===== config.mk =====
export PLATFORM = sky130hd
export DESIGN_NAME = instruction_fetch_unit
export DESIGN_NICKNAME = d
export VERILOG_FILES = /design/src/rtl/mips_fetch_pkg.sv /design/src/rtl/next_pc_mux.sv /design/src/rtl/instruction_fetch_unit.sv
export SDC_FILE = /design/constraint.sdc
export NUM_CORES = 1
export LEC_CHECK = 0
export CAP_MARGIN = 20
export CELL_PAD_IN_SITES_DETAIL_PLACEMENT = 0
export CELL_PAD_IN_SITES_GLOBAL_PLACEMENT = 1
export CORE_ASPECT_RATIO = 1.5
export CORE_MARGIN = 8
export CORE_UTILIZATION = 24
export DETAILED_ROUTE_END_ITERATION = 16
export PLACE_DENSITY = 0.82
export REMOVE_ABC_BUFFERS = 1
export SLEW_MARGIN = 10
export SYNTH_ARGS = -nofsm -noshare
export SYNTH_HDL_FRONTEND = slang
export SYNTH_SLANG_ARGS = --single-unit

===== constraint.sdc =====
create_clock -name clk -period 1.8 [get_ports clk]
set_input_delay 0.18 -clock clk [delete_from_list [all_inputs] [get_ports clk]]
set_output_delay 0.18 -clock clk [all_outputs]
set_load 0.005 [all_outputs]

===== src/rtl/mips_fetch_pkg.sv =====
// Shared types and field positions for the instruction fetch stage.
package mips_fetch_pkg;

  typedef enum logic {
    FETCH = 1'b0,
    ISSUE = 1'b1
  } fetch_state_t;

  localparam logic [31:0] RESET_PC_DEFAULT = 32'h0040_0000;

  localparam int OP_MSB    = 31;
  localparam int OP_LSB    = 26;
  localparam int FUNCT_MSB = 5;
  localparam int FUNCT_LSB = 0;
  localparam int JUMP_MSB  = 25;
  localparam int JUMP_LSB  = 0;

endpackage


===== src/rtl/next_pc_mux.sv =====
// Priority selection of the next program counter: JR, then J/JAL, then
// taken branch, then sequential. With ALIGN_CHECK_EN defined, register and
// branch targets are checked for word alignment and the low bits dropped.
import mips_fetch_pkg::*;

module next_pc_mux #(
  parameter int WIDTH = 32
) (
  input  logic [WIDTH-1:0]         pc_plus4,
  input  logic [JUMP_MSB:JUMP_LSB] jump_index,
  input  logic                     jump,
  input  logic                     jr,
  input  logic                     branch_taken,
  input  logic [WIDTH-1:0]         jr_target,
  input  logic [WIDTH-1:0]         branch_target,
  output logic [WIDTH-1:0]         next_pc,
  output logic                     misaligned
);

  logic [WIDTH-1:0] raw_pc;

  // Redirect priority; the jump form keeps the upper nibble of pc_plus4.
  always_comb begin
    raw_pc = pc_plus4;
    if (jr) begin
      raw_pc = jr_target;
    end else if (jump) begin
      raw_pc = {pc_plus4[WIDTH-1:28], jump_index, 2'b00};
    end else if (branch_taken) begin
      raw_pc = branch_target;
    end
  end

`ifdef ALIGN_CHECK_EN
  // Only externally supplied targets can be misaligned; the jump form never is.
  assign misaligned = (jr | (~jump & branch_taken)) & (|raw_pc[1:0]);
  assign next_pc    = {raw_pc[WIDTH-1:2], 2'b00};
`else
  assign misaligned = 1'b0;
  assign next_pc    = raw_pc;
`endif

endmodule


===== src/rtl/instruction_fetch_unit.sv =====
// Single-issue fetch stage: owns the PC, fetches through a ready handshake,
// holds the instruction register and applies redirects on retire.
// Optional feature macro: ALIGN_CHECK_EN (sticky misaligned-target flag).
//
// state | meaning
// FETCH | request imem at pc, wait for imem_ready, capture instruction
// ISSUE | instruction live downstream; retire when stall is low
import mips_fetch_pkg::*;

module instruction_fetch_unit #(
  parameter int               WIDTH    = 32,
  parameter logic [WIDTH-1:0] RESET_PC = RESET_PC_DEFAULT
) (
  input  logic             clk,
  input  logic             reset,
  output logic             imem_req,
  output logic [WIDTH-1:0] imem_addr,
  input  logic             imem_ready,
  input  logic [WIDTH-1:0] imem_rdata,
  input  logic             stall,
  input  logic             branch_taken,
  input  logic [WIDTH-1:0] branch_target,
  input  logic             jump,
  input  logic             jr,
  input  logic [WIDTH-1:0] jr_target,
  output logic [WIDTH-1:0] instr,
  output logic [5:0]       op,
  output logic [5:0]       funct,
  output logic [WIDTH-1:0] pc_plus4,
  output logic             instr_valid,
  output logic             addr_error
);

  fetch_state_t     state_q, state_d;
  logic [WIDTH-1:0] pc_q;
  logic [WIDTH-1:0] instr_q;
  logic             instr_valid_q;
  logic             addr_error_q;
  logic             load_instr;
  logic             retire;
  logic [WIDTH-1:0] next_pc;
  logic             misaligned;

  assign pc_plus4 = pc_q + WIDTH'(4);

  next_pc_mux #(.WIDTH(WIDTH)) u_next_pc_mux (
    .pc_plus4      (pc_plus4),
    .jump_index    (instr_q[JUMP_MSB:JUMP_LSB]),
    .jump          (jump),
    .jr            (jr),
    .branch_taken  (branch_taken),
    .jr_target     (jr_target),
    .branch_target (branch_target),
    .next_pc       (next_pc),
    .misaligned    (misaligned)
  );

  // State register.
  always_ff @(posedge clk) begin
    if (reset) begin
      state_q <= FETCH;
    end else begin
      state_q <= state_d;
    end
  end

  // Next state and handshake control; the request is masked during reset.
  always_comb begin
    state_d    = state_q;
    imem_req   = 1'b0;
    load_instr = 1'b0;
    retire     = 1'b0;
    case (state_q)
      FETCH: begin
        imem_req = ~reset;
        if (imem_ready) begin
          load_instr = 1'b1;
          state_d    = ISSUE;
        end
      end
      ISSUE: begin
        if (!stall) begin
          retire  = 1'b1;
          state_d = FETCH;
        end
      end
      default: state_d = FETCH;
    endcase
  end

  // Datapath registers: PC advances on retire, instruction captured on ready.
  always_ff @(posedge clk) begin
    if (reset) begin
      pc_q          <= RESET_PC;
      instr_q       <= '0;
      instr_valid_q <= 1'b0;
      addr_error_q  <= 1'b0;
    end else begin
      if (load_instr) begin
        instr_q       <= imem_rdata;
        instr_valid_q <= 1'b1;
      end
      if (retire) begin
        pc_q          <= next_pc;
        instr_valid_q <= 1'b0;
        if (misaligned) begin
          addr_error_q <= 1'b1;
        end
      end
    end
  end

  assign imem_addr   = pc_q;
  assign instr       = instr_q;
  assign instr_valid = instr_valid_q;
  assign addr_error  = addr_error_q;
  assign op          = instr_q[OP_MSB:OP_LSB];
  assign funct       = instr_q[FUNCT_MSB:FUNCT_LSB];

endmodule


==> metrics.md <==
| Metric | Value |
|---|---|
| Status | `finished, violations left` |
| Failing checks | `setup timing` |
| Sequential-to-total area share from yosys stat | `between 30% and 40%` |
| Clock-pin slew on the worst setup and hold paths | `approximately 0.06 ns` |
| Clock root buffer | `clkbuf_16` |
| Final period util | `120%` |
| Final Skew | `approximately 0.0089 ns` |
| Vias | `~5000` |
| Proportion of layout cells with a drive suffix above 1 | `28.4%` |
| HPWL after DPL | `14700 um` |
| Worst Hold Path Cells | `4` |
| Worst R2R End | `imem_addr[31]$_SDFFE_PP0P_` |
| Site Rows | `57` |
| Synth warnings | `0` |
| Core Footprint | `about 16000 um^2` |
| Synth Area per Inst | `about 7.5 um^2` |
| Die H | `approximately 170 um` |
| Hold Path End | `imem_addr[29]$_SDFFE_PP0P_` |
| Top Ports | `214` |
| DRC errors left | `0` |
| Grt total ovfl | `0` |
| Routed vias/inst | `4.81` |
| Reg2reg start | `imem_addr[16]$_SDFFE_PP0P_` |
| Final setup margin | `-0.353 ns` |
| Non-filler cells, final | `1030` |
| Crit path arrival time | `roughly 2.0 ns` |
| Hold Buf Count CTS | `0` |
| Post-synth EDFFs | `0` |
| FMAX | `0.465 GHz` |
| Synthesized area | `a little under 4000 um^2` |
| Final Hold Fails | `0` |
| Final WL | `around 19000 um` |
| WL/cell | `roughly 19 um` |
| Total die area | `approximately 21000 um^2` |
| Synth cell types | `between 50 and 60` |
| # diodes | `0` |
| Buffers on Ports | `approximately 210` |
| Power density cells | `roughly 570 nW/um^2` |
| HP Start | `jr` |
| Overall Global Routing Usage | `between 15 and 20%` |
| Fin. max-slew vios | `0` |
| Nets | `approximately 920` |
| Cells along the critical path | `nand4_1 -> nor4_4 -> buf_6 -> buf_6 -> nand4_1 -> xnor2_2 -> buf_2` |
| Starting density of the core | `~24%` |
| Routed Antenna Nets | `0` |
| Asr flop ratio synth | `0%` |
| Setup TNS | `-5.17 ns` |
| Number of synthesized register bits | `66` |
| First-pass DRT Iterations | `4` |
| Maximum VDD drop | `379 uV` |
| CP max-delay cell | `nor4_4` |
| CP startpoint kind | `register` |
| Fin crit period | `around 2.2 ns` |
| MaxCap Viol Count | `0` |
| Starting DRT DRC Count | `approximately 230` |
| CTS Buf Count | `9` |
| R2r setup slk | `-0.13 ns` |
| Critical path class | `reg -> out` |
| Ys flop type | `dfxtp_1` |
| Initial antenna violation count | `0` |
| Area grow syn2layout | `96.5%` |
| Hold/Removal Path Class | `in -> reg` |
| Required time worst endpoint | `1.62 ns` |
| Leakage | `between 3 and 4 nW` |
| Worst-case reg-to-reg path depth | `8` |
| Vias in the first global route | `just under 5000` |
| Max incr delay on CP | `between 0.3 and 0.4 ns` |
| Crit path capture type | `output port` |
| Clock tree from TritonCTS | `built` |
| Largest net degree at the start of global routing | `34` |
| Htree depth | `3` |
| Die X | `roughly 120 um` |
| Setup Slack @ Placement | `-0.461 ns` |
| Setup Viol. Count Final | `27` |
| Clock sink count | `66` |
| CTS max path bufs | `2` |
| First-pass GRT wire length | `around 28000 um` |
| CP Max Fanout | `4` |
| Placed insts | `983` |
| GP Congestion | `slightly above 0.8` |
| Cells after Synth | `around 530` |
| RSZ-0062 raised after global routing | `yes` |
| Clock latency on the worst-skew pair | `0.34 ns` |
area by class of cell:
cell class	instances	area [um^2]
inverter	9	33.8
clock buffer	13	250
clock inverter	3	15.0
fill	1613	8420
timing repair buffer	338	3130
tap	206	258
multi-input combinational	395	2670
sequential	66	1340
synth_stat cells, drive strengths merged (3+ instances only):
library cell / number / area share (%)
clkbuf: 32 / 3.2
o22ai: 5 / 0.80
a221o: 8 / 2.0
nor2b: 3 / 0.48
a211oi: 8 / 1.5
mux2i: 3 / 0.77
nand3: 16 / 2.0
nor3: 23 / 2.9
nand4: 10 / 2.0
o21a: 4 / 0.77
nand2b: 9 / 1.4
buf: 23 / 3.7
o31ai: 3 / 0.58
a21oi: 54 / 6.9
nor2: 41 / 3.9
and3: 10 / 1.6
dfxtp: 66 / 34
and4: 4 / 0.89
xor2: 12 / 2.7
inv: 8 / 0.77
xnor2: 14 / 3.1
a32o: 3 / 0.77
o2bb2ai: 6 / 1.3
nor4: 3 / 0.86
a31oi: 3 / 0.48
o21ai: 24 / 3.1
nand2: 88 / 8.4
o32ai: 5 / 1.1
a221oi: 10 / 2.2
critical path: cells and delay by family (launching register included):
family	cells	cell delay [ns]
XOR/XNOR	1	0.21
buffers and inverters	3	0.39
AND/OR/NAND/NOR	3	0.70
flip-flops	1	0.33
report_power, final:
part	internal (mW)	total (mW)	switching, mW
combinational	0.656	1.13	0.475
clock	0.965	1.64	0.679
sequential	1.54	1.61	0.0618
through the flow:
step | utilization [%] | cell area [um^2] | hold slack [ns] | power (mW)
after CTS | 45.8 | 7390 | 0.347 | 4.41
after global placement | 42.4 | 6840 | 0.447 | 2.75
after global routing | 47.7 | 7700 | 0.395 | 4.58
after floorplan | - | 3650 | 0.249 | 1.95
final | 47.7 | 7700 | 0.353 | 4.38
after detailed placement | 42.4 | 6840 | 0.457 | 2.76
worst max path at each step:
stage,from,endpoint,slack [ns],cells past startpoint
after CTS,imem_addr[3]$_SDFFE_PP0P_,pc_plus4[18],-0.40,7
after global routing,imem_addr[16]$_SDFFE_PP0P_,pc_plus4[22],-0.47,7
final,imem_addr[16]$_SDFFE_PP0P_,pc_plus4[31],-0.35,7
after detailed placement,imem_addr[2]$_SDFFE_PP0P_,pc_plus4[18],-0.46,7
after floorplan,state_q$_SDFF_PP0_,imem_addr[15]$_SDFFE_PP0P_,-0.19,4
after global placement,imem_addr[2]$_SDFFE_PP0P_,pc_plus4[18],-0.44,7
timing repair:
item                                    4_1_cts  5_1_grt
hold endpoints to repair                      0        0
gates resized for setup                     178       41
gates cloned                                  1        0
endpoints found under the setup margin       31       36
pin swaps                                    36       32
buffers inserted                             15       22
cells by family after synthesis:
group	share of synthesized area, %
AO/OA/AOI/OAI	25.5
XOR/XNOR	5.81
adder cells (fa/ha/maj)	0.319
buffers and inverters	7.73
flip-flops	33.7
multiplexers	0.767
other	0.0958
AND/OR/NAND/NOR	26.0
cells in the final DEF (no fill, tap or decap), types with 7 or more instances in the layout:
cell             count
a211oi_1             8
nor3_1              19
xnor2_2              9
clkdlybuf4s50_1    182
a21oi_1             54
xor2_1               8
nand2_1             87
buf_12               7
a221o_1              8
buf_6               31
nand4_1              9
inv_1                8
dfxtp_1             55
buf_4               89
nor2_1              34
buf_2               27
clkbuf_16            9
o21ai_0             23
a221oi_1            10
nand3_1              7
and3_1               8
nand2b_1             9
dfxtp_2             10
metal layers:
metal | vias up | share of wire, % | track usage [%] | routed length (um)
met5 | - | 0 | 0 | 0
met4 | 0 | 2.1 | 5.78 | 392
met3 | 23 | 5.3 | 3.89 | 1020
met2 | 128 | 55 | 32.6 | 10500
met1 | 2347 | 38 | 18.5 | 7170
li1 | 2460 | - | - | -
sequential cells by signal (all words and copies together), names as in the netlist:
signal / cells
imem_addr: 32
instr: 32
instr_valid: 1
state_q: 1
(Power assumes the default switching activity.)
